<file path="src/rtl/router_pkg.sv">
// Shared constants and types for the router datapath register stage.
package router_pkg;

    localparam int DATA_WIDTH = 8;
    localparam int ADDR_WIDTH = 2;

    // Header layout: {length, addr}
    localparam int ADDR_LSB = 0;
    localparam int LEN_LSB  = 2;

    // Destination 3 has no output FIFO, so a header that targets it is never captured.
    localparam logic [ADDR_WIDTH-1:0] INVALID_ADDR = {ADDR_WIDTH{1'b1}};

    // Encoding of the router control FSM that drives the state strobes.
    typedef enum logic [2:0] {
        DECODE_ADDRESS     = 3'd0,
        LOAD_FIRST_DATA    = 3'd1,
        LOAD_DATA          = 3'd2,
        LOAD_PARITY        = 3'd3,
        FIFO_FULL_STATE    = 3'd4,
        LOAD_AFTER_FULL    = 3'd5,
        WAIT_TILL_EMPTY    = 3'd6,
        CHECK_PARITY_ERROR = 3'd7
    } router_state_e;

    // True when a header byte addresses one of the real output FIFOs.
    function automatic logic addr_is_valid(input logic [DATA_WIDTH-1:0] hdr);
        return hdr[ADDR_LSB +: ADDR_WIDTH] != INVALID_ADDR;
    endfunction

endpackage

</file>
<file path="src/rtl/router_parity_chk.sv">
// Running XOR parity over header and payload, capture of the trailing parity
// byte, and the sticky mismatch flag.
module router_parity_chk
    import router_pkg::*;
(
    input  logic                  clk_i,
    input  logic                  rst_ni,
    input  logic                  detect_add_i,
    input  logic                  lfd_state_i,
    input  logic                  ld_state_i,
    input  logic                  laf_state_i,
    input  logic                  full_state_i,
    input  logic                  pkt_valid_i,
    input  logic                  fifo_full_i,
    input  logic                  low_pkt_valid_i,
    input  logic [DATA_WIDTH-1:0] data_i,
    input  logic [DATA_WIDTH-1:0] header_byte_i,
    input  logic [DATA_WIDTH-1:0] full_byte_i,
    output logic                  parity_done_o,
    output logic                  err_o
);

    logic [DATA_WIDTH-1:0] internal_parity_q, internal_parity_d;
    logic [DATA_WIDTH-1:0] packet_parity_q, packet_parity_d;
    logic                  parity_done_q, parity_done_d;
    logic                  err_q, err_d;

    // Next-state for the parity accumulator, captured parity byte and error flag.
    always_comb begin
        internal_parity_d = internal_parity_q;
        packet_parity_d   = packet_parity_q;
        parity_done_d     = parity_done_q;
        err_d             = err_q;

        // A byte parked in full_byte was already folded in while in LOAD_DATA,
        // so LOAD_AFTER_FULL never touches the accumulator.
        if (detect_add_i) begin
            internal_parity_d = '0;
        end else if (lfd_state_i) begin
            internal_parity_d = internal_parity_q ^ header_byte_i;
        end else if (ld_state_i && pkt_valid_i && !full_state_i) begin
            internal_parity_d = internal_parity_q ^ data_i;
        end

        // The parity byte arrives either directly, or via full_byte when the
        // FIFO was full in the parity cycle.
        if (detect_add_i) begin
            packet_parity_d = '0;
            parity_done_d   = 1'b0;
        end else if (ld_state_i && !pkt_valid_i && !fifo_full_i) begin
            packet_parity_d = data_i;
            parity_done_d   = 1'b1;
        end else if (laf_state_i && low_pkt_valid_i && !parity_done_q) begin
            packet_parity_d = full_byte_i;
            parity_done_d   = 1'b1;
        end

        // Compare uses registered values, so err trails parity_done by a cycle.
        if (detect_add_i) begin
            err_d = 1'b0;
        end else if (parity_done_q && (internal_parity_q != packet_parity_q)) begin
            err_d = 1'b1;
        end
    end

    // Parity state registers.
    always_ff @(posedge clk_i or negedge rst_ni) begin
        if (!rst_ni) begin
            internal_parity_q <= '0;
            packet_parity_q   <= '0;
            parity_done_q     <= 1'b0;
            err_q             <= 1'b0;
        end else begin
            internal_parity_q <= internal_parity_d;
            packet_parity_q   <= packet_parity_d;
            parity_done_q     <= parity_done_d;
            err_q             <= err_d;
        end
    end

    assign parity_done_o = parity_done_q;
    assign err_o         = err_q;

endmodule

</file>
<file path="src/rtl/router_reg.sv">
// Datapath register stage behind the router control FSM: header capture,
// full-FIFO byte parking, output byte register and low_pkt_valid flag.
module router_reg
    import router_pkg::*;
(
    input  logic                  clock,
    input  logic                  resetn,
    input  logic                  pkt_valid,
    input  logic [DATA_WIDTH-1:0] data_in,
    input  logic                  fifo_full,
    input  logic                  rst_int_reg,
    input  logic                  detect_add,
    input  logic                  lfd_state,
    input  logic                  ld_state,
    input  logic                  laf_state,
    input  logic                  full_state,
    output logic                  parity_done,
    output logic                  low_pkt_valid,
    output logic                  err,
    output logic [DATA_WIDTH-1:0] dout
);

    logic [DATA_WIDTH-1:0] header_byte_q, header_byte_d;
    logic [DATA_WIDTH-1:0] full_byte_q, full_byte_d;
    logic [DATA_WIDTH-1:0] dout_q, dout_d;
    logic                  low_pkt_valid_q, low_pkt_valid_d;

    // Next-state for header, parked byte, output byte and low_pkt_valid.
    always_comb begin
        header_byte_d   = header_byte_q;
        full_byte_d     = full_byte_q;
        dout_d          = dout_q;
        low_pkt_valid_d = low_pkt_valid_q;

        if (detect_add && pkt_valid && addr_is_valid(data_in)) begin
            header_byte_d = data_in;
        end

        // When the FIFO is full in LOAD_DATA the byte is parked and replayed
        // from full_byte in LOAD_AFTER_FULL.
        if (lfd_state) begin
            dout_d = header_byte_q;
        end else if (ld_state && !fifo_full) begin
            dout_d = data_in;
        end else if (ld_state && fifo_full) begin
            full_byte_d = data_in;
        end else if (laf_state) begin
            dout_d = full_byte_q;
        end

        // The FSM's clear takes priority over a simultaneous set.
        if (rst_int_reg) begin
            low_pkt_valid_d = 1'b0;
        end else if (ld_state && !pkt_valid) begin
            low_pkt_valid_d = 1'b1;
        end
    end

    // Datapath registers.
    always_ff @(posedge clock or negedge resetn) begin
        if (!resetn) begin
            header_byte_q   <= '0;
            full_byte_q     <= '0;
            dout_q          <= '0;
            low_pkt_valid_q <= 1'b0;
        end else begin
            header_byte_q   <= header_byte_d;
            full_byte_q     <= full_byte_d;
            dout_q          <= dout_d;
            low_pkt_valid_q <= low_pkt_valid_d;
        end
    end

    router_parity_chk u_parity_chk (
        .clk_i           (clock),
        .rst_ni          (resetn),
        .detect_add_i    (detect_add),
        .lfd_state_i     (lfd_state),
        .ld_state_i      (ld_state),
        .laf_state_i     (laf_state),
        .full_state_i    (full_state),
        .pkt_valid_i     (pkt_valid),
        .fifo_full_i     (fifo_full),
        .low_pkt_valid_i (low_pkt_valid_q),
        .data_i          (data_in),
        .header_byte_i   (header_byte_q),
        .full_byte_i     (full_byte_q),
        .parity_done_o   (parity_done),
        .err_o           (err)
    );

    assign dout          = dout_q;
    assign low_pkt_valid = low_pkt_valid_q;

endmodule

</file>
<file path="config.mk">
export PLATFORM = sky130hd
export DESIGN_NAME = router_reg
export DESIGN_NICKNAME = d
export VERILOG_FILES = /design/src/rtl/router_pkg.sv /design/src/rtl/router_parity_chk.sv /design/src/rtl/router_reg.sv
export SDC_FILE = /design/constraint.sdc
export NUM_CORES = 1
export LEC_CHECK = 0
export CAP_MARGIN = 10
export CORE_MARGIN = 2
export CORE_UTILIZATION = 30
export DETAILED_ROUTE_END_ITERATION = 16
export GPL_TIMING_DRIVEN = 0
export PLACE_DENSITY = 0.5
export SYNTH_ARGS = -nofsm -noshare
export SYNTH_HDL_FRONTEND = slang
export SYNTH_SLANG_ARGS = --single-unit
</file>
<file path="constraint.sdc">
create_clock -name clock -period 1 [get_ports clock]
set_input_delay 0.2 -clock clock [delete_from_list [all_inputs] [get_ports clock]]
set_output_delay 0.2 -clock clock [all_outputs]
set_load 0.03 [all_outputs]
</file>
==> impl_metrics.py, run 1 <==
metrics = {
    "global_route": {
        "globalRouteOverflowTotal": 0,
        "grt_use_total_pct": 13.60,
        "grt_max_degree": 28,
        "grt_pass1_wl_um": 8259,
        "antenna_found_initial": 0,
        "grt_pass1_vias": 1639,
    },
    "synthesis": {
        "ys_seq_elements": 43,
        "synth_area_sq_mm": 0.002185,
        "synth_edf_count": 0,
        "ys_top_cells_by_count": "dfrtp_1, nand2_1, nor2_1",
        "synth_nets": 216,
        "synth_most_common_cell": "dfrtp_1",
        "synth_ff_type": "dfrtp_1",
        "yosys-top-cells-area": "dfrtp_1, mux2_2, mux2i_1",
        "avgSynthCellArea_sq_um": 11.03,
        "yosysUniqueCellTypes": 27,
        "netlist_instances": 198,
        "yosysTopAreaCell": "dfrtp_1",
        "yosys_warnings": 0,
        "ys_seq_area_share_pct": 49.26,
        "async_flop_share_pct": 100.0,
        "synth.top_cell.area_share_pct": 49.26,
    },
    "sta": {
        "hold_viol": 0,
        "fin_ws_ns": -0.1712,
        "period_share_pct": 117.1,
        "skew_ns": 0.01076,
        "drv_slew": 0,
        "layout_min_cycle_time_ns": 1.171,
        "setup_viol_count_final": 22,
        "rsz0062_at_grt": "true",
        "tightest_slew_ns": 0.4141,
        "fmax_ghz": 0.8538,
        "max_slew_margin_pct": 72.40,
    },
    "final_layout": {
        "area_growth_pct": 37.34,
        "finalNonFillerCells": 347,
        "antenna_cells": 0,
        "drive_gt1_share_pct": 41.94,
        "fin_nets": 265,
    },
    "place": {
        "numPlacedInstances": 324,
        "pre_cts_ws_ns": -0.7976,
        "dp_hpwl_um": 3591,
        "gp_congestion": 0.7313,
        "buffer_ports.inserted": 26,
    },
    "clocking": {
        "clock_latency_ns": 0.29,
        "cts_max_path_buffers": 2,
        "clkTransAtPathRegs_ns": 0.09,
        "cts_buffers": 5,
        "cts_tree": "done",
        "clock-sinks": 43,
        "htreeDepth": 2,
        "cts_root_buffer": "clkbuf_8",
    },
    "route": {
        "postRouteAntennaNets": 0,
        "viasPerCell": 4.631,
        "wl_per_cell_um": 14.71,
        "routed_wl_um": 5104,
        "met3_length_um": 169,
        "drtPass1Iterations": 4,
        "vias": 1607,
        "met2_length_um": 2355,
        "met1Wirelength_um": 2558,
        "drt_iter0_drc": 132,
        "maxUsedRoutingLayer": "met4",
        "post-route-drc-count": 0,
    },
    "die": {
        "design.die.area_sq_mm": 0.007981,
        "die_w_um": 89.34,
        "fp.dieH_um": 89.34,
        "io_pins": 29,
        "start_util_pct": 30.61,
        "row_count": 31,
        "coreArea_sq_mm": 0.007137,
    },
    "power_and_ir_drop": {
        "vdd_drop_max_mv": 1.185,
        "power_density_mw_per_mm2": 1616,
        "leakage_uw": 0.001314,
    },
    "setup_path": {
        "crit_arrival_ns": 0.97,
        "regToRegEndpoint": "u_parity_chk.packet_parity_q[0]",
        "cp-start-kind": "flop",
        "crit_fanout": 2,
        "rrSetupSlack_ns": -0.14,
        "endpoint_kind": "output pin",
        "r2r_cells": 4,
        "worstPathRequired_ns": 0.80,
        "slowest_stage": "dfrtp_2",
        "crit_path_max_incr_delay_ns": 0.42,
        "cp_cell_sequence": "buf_4 > buf_6",
        "crit_type": "flop to output pin",
        "rr_startpoint": "u_parity_chk.parity_done_o",
    },
    "min_path": {
        "min_to": "low_pkt_valid",
        "hold_path.class": "input pin to flop",
        "min-delay-start": "ld_state",
        "whs_path_depth": 3,
    },
    "run_status": {
        "failed_checks": "negative setup slack",
        "outcome": "complete, but fails checks",
    },
    "job": {
        "max_cap_violations": 0,
    },
}
-- worst max-delay path: cells and delay by family, from the launching register on --
kind / cells / cell delay, ns
flip-flops: 1 / 0.42
buffers and inverters: 2 / 0.26
-- flip-flops by register name (all words and copies together), names as in the netlist --
register,count
dout,8
full_byte_q,8
header_byte_q,8
low_pkt_valid,1
u_parity_chk.err_o,1
u_parity_chk.internal_parity_q,8
u_parity_chk.packet_parity_q,8
u_parity_chk.parity_done_o,1
-- routing by layer --
metal	vias to the layer above	global-route usage (%)
met3	2	2.862
met2	25	21.48
met5	-	0
met4	0	2.442
met1	790	19.49
li1	790	-
-- through the flow --
| step | cell area [sq um] | hold slack (ns) | power, uW | TNS (ns) | util, % |
|---|---|---|---|---|---|
| 6_report | 3000 | 0.2143 | 4848 | -1.471 | 42.04 |
| 3_3_place_gp | 2604 | 0.4669 | 3459 | -94.34 | 36.48 |
| 2_1_floorplan | 2220 | -0.09559 | 3026 | -2.537 | - |
| 4_1_cts | 2889 | 0.2088 | 4765 | -1.604 | 40.48 |
| 3_5_place_dp | 2619 | 0.1614 | 3476 | -27.77 | 36.69 |
| 5_1_grt | 3000 | 0.2354 | 5126 | -3.116 | 42.04 |
-- cell type report --
type | count | area [sq um]
Buffer | 8 | 96.34
Clock buffer | 5 | 68.82
Clock inverter | 3 | 15.01
Fill cell | 733 | 4136
Inverter | 2 | 7.507
Multi-Input combinational cell | 144 | 1219
Sequential cell | 43 | 1079
Tap cell | 99 | 123.9
Timing Repair Buffer | 43 | 391.6
-- timing repair --
item                                    CTS  global route
cloned                                    1             0
hold buffers                              1             0
buffers inserted                          7             8
gates resized for setup                 125            12
endpoints found under the hold margin    16             0
pin swaps                                17             4
endpoints found under the setup margin   51            36
-- cell usage in the layout, fill, tap and decap left out, types with 2 or more instances in the layout --
cell	instances
a21oi_2	7
a311oi_2	8
buf_12	2
buf_2	3
buf_4	15
buf_6	14
buf_8	2
clkbuf_8	5
clkinv_2	3
dfrtp_1	41
dfrtp_2	2
dlygate4sd2_1	12
mux2_2	17
mux2_4	5
mux2i_1	12
mux2i_2	2
mux2i_4	2
nand2_1	22
nand2_2	3
nand2b_1	2
nand3b_4	3
nand4_1	2
nor2_1	24
o21ai_1	6
o21ai_2	2
xnor2_1	16
-- kinds of logic after synthesis --
logic type | share of synthesized area (%)
AOI/OAI and AO/OA | 8.420
xor gates and xnor gates | 6.414
buffers and inverters | 4.409
DFF | 49.26
muxes | 18.67
and+or+nand+nor | 12.83
-- worst max-delay path by stage --
stage | start | endpoint | slack [ns]
floorplan | u_parity_chk.parity_done_o | u_parity_chk.packet_parity_q[0] | -0.20
global placement | resetn | low_pkt_valid | -1.72
detailed placement | detect_add | u_parity_chk.internal_parity_q[7] | -0.80
CTS | u_parity_chk.parity_done_o | u_parity_chk.packet_parity_q[4] | -0.14
global route | u_parity_chk.parity_done_o | u_parity_chk.packet_parity_q[0] | -0.23
finish | u_parity_chk.parity_done_o | parity_done | -0.17
-- where the power goes --
part | internal (uW) | switching, uW
Clock | 480 | 621
Combinational | 828 | 700
Sequential | 2010 | 207
(Power assumes the default switching activity.)
==> inputs of run 2 (changes only) <==
--- a/config.mk
+++ b/config.mk
@@ -6,6 +6,7 @@
 export NUM_CORES = 1
 export LEC_CHECK = 0
 export CAP_MARGIN = 10
+export CORE_ASPECT_RATIO = 1.4
 export CORE_MARGIN = 2
 export CORE_UTILIZATION = 30
 export DETAILED_ROUTE_END_ITERATION = 16
==> run 2 against run 1 <==
Net effect: the flow still finishes with violations (negative setup slack); via count decreased by 0.56%; flip-flop and latch count unchanged; critical path type unchanged; global-route usage decreased by 0.16 points; sequential share of layout area decreased by 0.36 points.
==> impl_metrics.py, run 2 (same netlist as run 1, synthesis figures left out) <==
metrics = {
    "run_status": {
        "outcome": "complete, but fails checks",
        "failed_checks": "negative setup slack",
    },
    "final_layout": {
        "fin_nets": 270,
        "drive_gt1_share_pct": 42.69,
        "finalNonFillerCells": 348,
        "final_area_sq_mm": 0.003030,
        "mostFrequentLayoutCell": "dfrtp_1",
        "area_growth_pct": 38.72,
        "antenna_cells": 0,
        "final_cell_mix": "dfrtp_1, nor2_1, nand2_1",
    },
    "sta": {
        "setup-tns-final_ns": -1.084,
        "period_share_pct": 110.0,
        "fmax_ghz": 0.9089,
        "tightest_slew_ns": 0.3051,
        "max_slew_margin_pct": 79.61,
        "skew_ns": 0.005221,
        "drv_slew": 0,
        "hold_viol": 0,
        "rsz0062_at_grt": "true",
        "layout_min_cycle_time_ns": 1.100,
        "setup_viol_count_final": 20,
        "whs_ns": 0.2124,
        "fin_ws_ns": -0.1003,
    },
    "global_route": {
        "globalRouteOverflowTotal": 0,
        "grt_pass1_vias": 1638,
        "grt_use_total_pct": 13.44,
        "antenna_found_initial": 0,
        "grt_pass1_wl_um": 8438,
        "grt_max_degree": 37,
    },
    "setup_path": {
        "crit_path_max_incr_delay_ns": 0.45,
        "path_buf_inv": 1,
        "slowest_stage": "dfrtp_2",
        "endpoint_kind": "output pin",
        "cp_top_family": "flip-flops",
        "crit_arrival_ns": 0.90,
        "crit_type": "flop to output pin",
        "crit_fanout": 4,
        "worstPathRequired_ns": 0.80,
        "cp-start-kind": "flop",
        "cp_cell_sequence": "buf_6",
        "rr_startpoint": "u_parity_chk.parity_done_o",
        "crit_start": "low_pkt_valid",
    },
    "place": {
        "numPlacedInstances": 320,
        "dp_hpwl_um": 3588,
        "place_area_sq_mm": 0.002614,
        "gp_congestion": 0.7085,
        "buffer_ports.inserted": 26,
    },
    "clocking": {
        "cts_root_buffer": "clkbuf_8",
        "clock_latency_ns": 0.30,
        "cts_tree": "done",
        "clkTransAtPathRegs_ns": 0.08,
        "clock-sinks": 43,
        "htreeDepth": 2,
        "cts_buffers": 5,
        "cts_max_path_buffers": 2,
    },
    "die": {
        "start_util_pct": 31.09,
        "die_w_um": 76.12,
        "coreArea_sq_mm": 0.007027,
        "io_pins": 29,
        "design.die.area_sq_mm": 0.007990,
        "fp.dieH_um": 105.0,
        "row_count": 36,
    },
    "power_and_ir_drop": {
        "p_total_uw": 5000,
        "power.clock.fraction_pct": 24.7,
        "p_sw_share_pct": 30.11,
        "seq_power_share_pct": 44.6,
        "internal_power_uw": 3495,
        "p_switching_uw": 1505,
        "p_comb_share_pct": 30.7,
        "power_density_mw_per_mm2": 1650,
        "vdd_drop_max_mv": 0.8036,
        "leakage_uw": 0.001343,
    },
    "min_path": {
        "min-delay-start": "ld_state",
        "hold_path.class": "input pin to flop",
    },
    "job": {
        "max_cap_violations": 0,
    },
    "route": {
        "routed_wl_um": 5101,
        "post-route-drc-count": 0,
        "drtPass1Iterations": 2,
        "viasPerCell": 4.592,
        "wl_per_cell_um": 14.66,
        "drt_iter0_drc": 39,
        "postRouteAntennaNets": 0,
        "vias": 1598,
    },
}
run 2: changes by cell type in the layout (fill, tap and decap cells not counted), moves of 2 or more:
cell / delta
buf_2: +2
buf_4: +4
clkbuf_8: +2
clkinv_2: -3
dlygate4sd2_1: -2
xnor2_1: -2
xnor2_2: +2
run 2: metal layers:
layer | GRT usage [%] | routed length, um
met2 | 23.72 | 2718
met1 | 16.28 | 2212
met4 | 5.065 | 84
met5 | 0 | 0
met3 | 2.332 | 85
run 2: worst paths after layout:
check,endpoint,slack (ns),cells past startpoint
worst min-delay path,low_pkt_valid,0.21,3
max in group asynchronous,u_parity_chk.parity_done_o,0.25,3
worst max-delay path,low_pkt_valid,-0.10,1
min in group asynchronous,full_byte_q[5],0.28,2
worst min register to register,dout[6],0.51,2
worst max register to register,u_parity_chk.packet_parity_q[2],-0.08,5
run 2: repair_timing:
action | CTS | global route
hold buffers | 1 | 0
endpoints found under the setup margin | 51 | 40
buffers inserted | 6 | 13
pin swaps | 17 | 7
cloned | 2 | 0
gates resized for setup | 110 | 24
endpoints found under the hold margin | 7 | 0
run 2: cell type report:
| type | instances | area [sq um] |
|---|---|---|
| buffer | 8 | 96.34 |
| clock buffer | 8 | 100.1 |
| fill | 727 | 3996 |
| inverter | 2 | 7.507 |
| multi-input combinational | 144 | 1209 |
| sequential | 43 | 1079 |
| tap | 95 | 118.9 |
| timing repair buffer | 48 | 420.4 |
run 2: power groups by stage:
stage	clock, uW	sequential, uW	combinational (uW)
5_1_grt	1330	2270	1670
3_5_place_dp	0	2240	1230
2_1_floorplan	0	2360	666
3_3_place_gp	0	2240	1210
4_1_cts	1270	2230	1350
6_report	1230	2230	1540
run 2: per-stage QoR:
stage	worst slack, ns	utilization [%]
finish	-0.1003	43.13
global route	-0.1544	43.13
CTS	-0.1061	40.38
detailed placement	-0.8089	37.20
global placement	-1.713	36.98
floorplan	-0.1959	-
==> inputs of run 3 (changes only) <==
--- a/config.mk
+++ b/config.mk
@@ -8,10 +8,10 @@
 export CAP_MARGIN = 10
 export CORE_ASPECT_RATIO = 1.4
 export CORE_MARGIN = 2
-export CORE_UTILIZATION = 30
+export CORE_UTILIZATION = 49
 export DETAILED_ROUTE_END_ITERATION = 16
 export GPL_TIMING_DRIVEN = 0
-export PLACE_DENSITY = 0.5
+export PLACE_DENSITY = 0.75
 export SYNTH_ARGS = -nofsm -noshare
 export SYNTH_HDL_FRONTEND = slang
 export SYNTH_SLANG_ARGS = --single-unit
==> run 3 against run 2 <==
Net effect: the flow still finishes with violations (negative setup slack); non-clock buffer count fell by 2; sequential power barely moved; combinational power barely moved; highest routed layer unchanged; count of clock-buffer cells in the layout fell by 1; maximum frequency fell by 4.0%; design area fell by 1.9%.
==> impl_metrics.py, run 3 (same netlist as run 1, synthesis figures left out) <==
metrics = {
    "global_route": {
        "grt_max_degree": 40,
        "grt_pass1_wl_um": 7893,
        "globalRouteOverflowTotal": 0,
        "grt_use_total_pct": 20.68,
        "grt_pass1_vias": 1698,
        "antenna_found_initial": 0,
    },
    "job": {
        "max_cap_violations": 0,
    },
    "sta": {
        "fmax_ghz": 0.8723,
        "period_share_pct": 114.6,
        "skew_ns": 0.006017,
        "max_slew_margin_pct": 79.61,
        "setup-tns-final_ns": -1.533,
        "hold_viol": 0,
        "rsz0062_at_grt": "true",
        "fin_ws_ns": -0.1464,
        "layout_min_cycle_time_ns": 1.146,
        "setup_viol_count_final": 24,
        "tightest_slew_ns": 0.3051,
        "drv_slew": 0,
    },
    "route": {
        "routed_wl_um": 4964,
        "drtPass1Iterations": 4,
        "wl_per_cell_um": 16.01,
        "drt_iter0_drc": 50,
        "vias": 1642,
        "postRouteAntennaNets": 0,
        "post-route-drc-count": 0,
        "viasPerCell": 5.297,
    },
    "final_layout": {
        "final_area_sq_mm": 0.002972,
        "drive_gt1_share_pct": 42.00,
        "area_growth_pct": 36.03,
        "fin_nets": 268,
        "finalNonFillerCells": 310,
        "mostFrequentLayoutCell": "dfrtp_1",
        "antenna_cells": 0,
        "final_cell_mix": "dfrtp_1, nor2_1, nand2_1",
    },
    "clocking": {
        "cts_root_buffer": "clkbuf_8",
        "clock_latency_ns": 0.30,
        "htreeDepth": 2,
        "cts_tree": "done",
        "clkTransAtPathRegs_ns": 0.08,
        "clock-sinks": 43,
        "cts_buffers": 5,
        "cts_max_path_buffers": 2,
    },
    "setup_path": {
        "crit_start": "u_parity_chk.parity_done_o",
        "crit_fanout": 8,
        "crit_type": "flop to flop",
        "rr_startpoint": "u_parity_chk.parity_done_o",
        "crit_arrival_ns": 1.36,
        "worstPathRequired_ns": 1.21,
        "endpoint_kind": "flop",
        "cp-start-kind": "flop",
    },
    "place": {
        "dp_hpwl_um": 3233,
        "gp_congestion": 0.7489,
        "numPlacedInstances": 285,
        "buffer_ports.inserted": 26,
        "place_area_sq_mm": 0.002570,
    },
    "power_and_ir_drop": {
        "leakage_uw": 0.001332,
        "power_density_mw_per_mm2": 1631,
        "vdd_drop_max_mv": 0.9782,
    },
    "run_status": {
        "failed_checks": "negative setup slack",
        "outcome": "complete, but fails checks",
    },
    "die": {
        "io_pins": 29,
        "row_count": 28,
        "design.die.area_sq_mm": 0.005016,
        "fp.dieH_um": 83.01,
        "coreArea_sq_mm": 0.004274,
        "start_util_pct": 51.11,
        "die_w_um": 60.43,
    },
    "min_path": {
        "hold_path.class": "input pin to flop",
        "min-delay-start": "ld_state",
    },
}
run 3: cell count changes in the layout (fill, tap and decap cells not counted), moves of 2 or more:
cell,previous run,this run
nand2_1,23,19
nand2_2,2,6
buf_2,5,3
clkbuf_8,7,5
xnor2_1,14,16
xnor2_2,2,0
run 3: path summary, 6_finish.rpt:
kind / cells past startpoint / end / slack, ns
max in group asynchronous: 3 / dout[5] / 0.32
max reg2reg: 4 / u_parity_chk.packet_parity_q[2] / -0.15
max: 4 / u_parity_chk.packet_parity_q[2] / -0.15
min in group asynchronous: 2 / u_parity_chk.parity_done_o / 0.25
min: 3 / low_pkt_valid / 0.21
min reg2reg: 2 / dout[5] / 0.51
run 3: final cells by class:
class                   instances  area, sq um
well taps                      60        75.07
inverters                       2        7.507
repair buffers                 46        421.7
fillers                       322         1303
clock buffers                   7        76.32
multi-input cells             144         1216
flip-flops and latches         43         1079
plain buffers                   8        96.34
run 3: layer usage:
layer,track usage [%],vias to the layer above,wire [um],part of all wire (%)
met5,0,-,0,0
met4,8.300,0,76,1.5
met3,4.050,6,140,2.8
met2,34.88,27,2661,54
met1,25.08,820,2087,42
li1,-,789,-,-
run 3: stage by stage:
| stage | util [%] | setup slack, ns | power [uW] | hold slack [ns] |
|---|---|---|---|---|
| floorplan | - | -0.1959 | 3026 | -0.09559 |
| global placement | 59.78 | -1.589 | 3421 | 0.4620 |
| detailed placement | 60.13 | -0.7744 | 3461 | 0.03023 |
| CTS | 65.02 | -0.1344 | 4626 | 0.2080 |
| global route | 69.53 | -0.1851 | 5060 | 0.2393 |
| finish | 69.53 | -0.1464 | 4846 | 0.2128 |
run 3: what timing repair did:
item	in CTS	in global routing
endpoints found under the setup margin	51	37
hold endpoints to repair	43	0
pin swaps	22	6
setup buffers	6	12
resized for setup	115	23
gates cloned	1	0
hold buffers	1	0
run 3: where the power goes:
group          total, uW  leakage [uW]  internal (uW)  switching, uW
combinational       1560      0.000758            840            717
sequential          2230      0.000536           2010            216
clock               1060     0.0000383            481            577
total               4850       0.00133           3340           1510
run 3: critical path, stage by stage, from the launching register on:
cell	delay, ns
dfrtp_2	0.42
inv_2	0.07
and3_4	0.27
nand2_2	0.09
a311oi_2	0.21
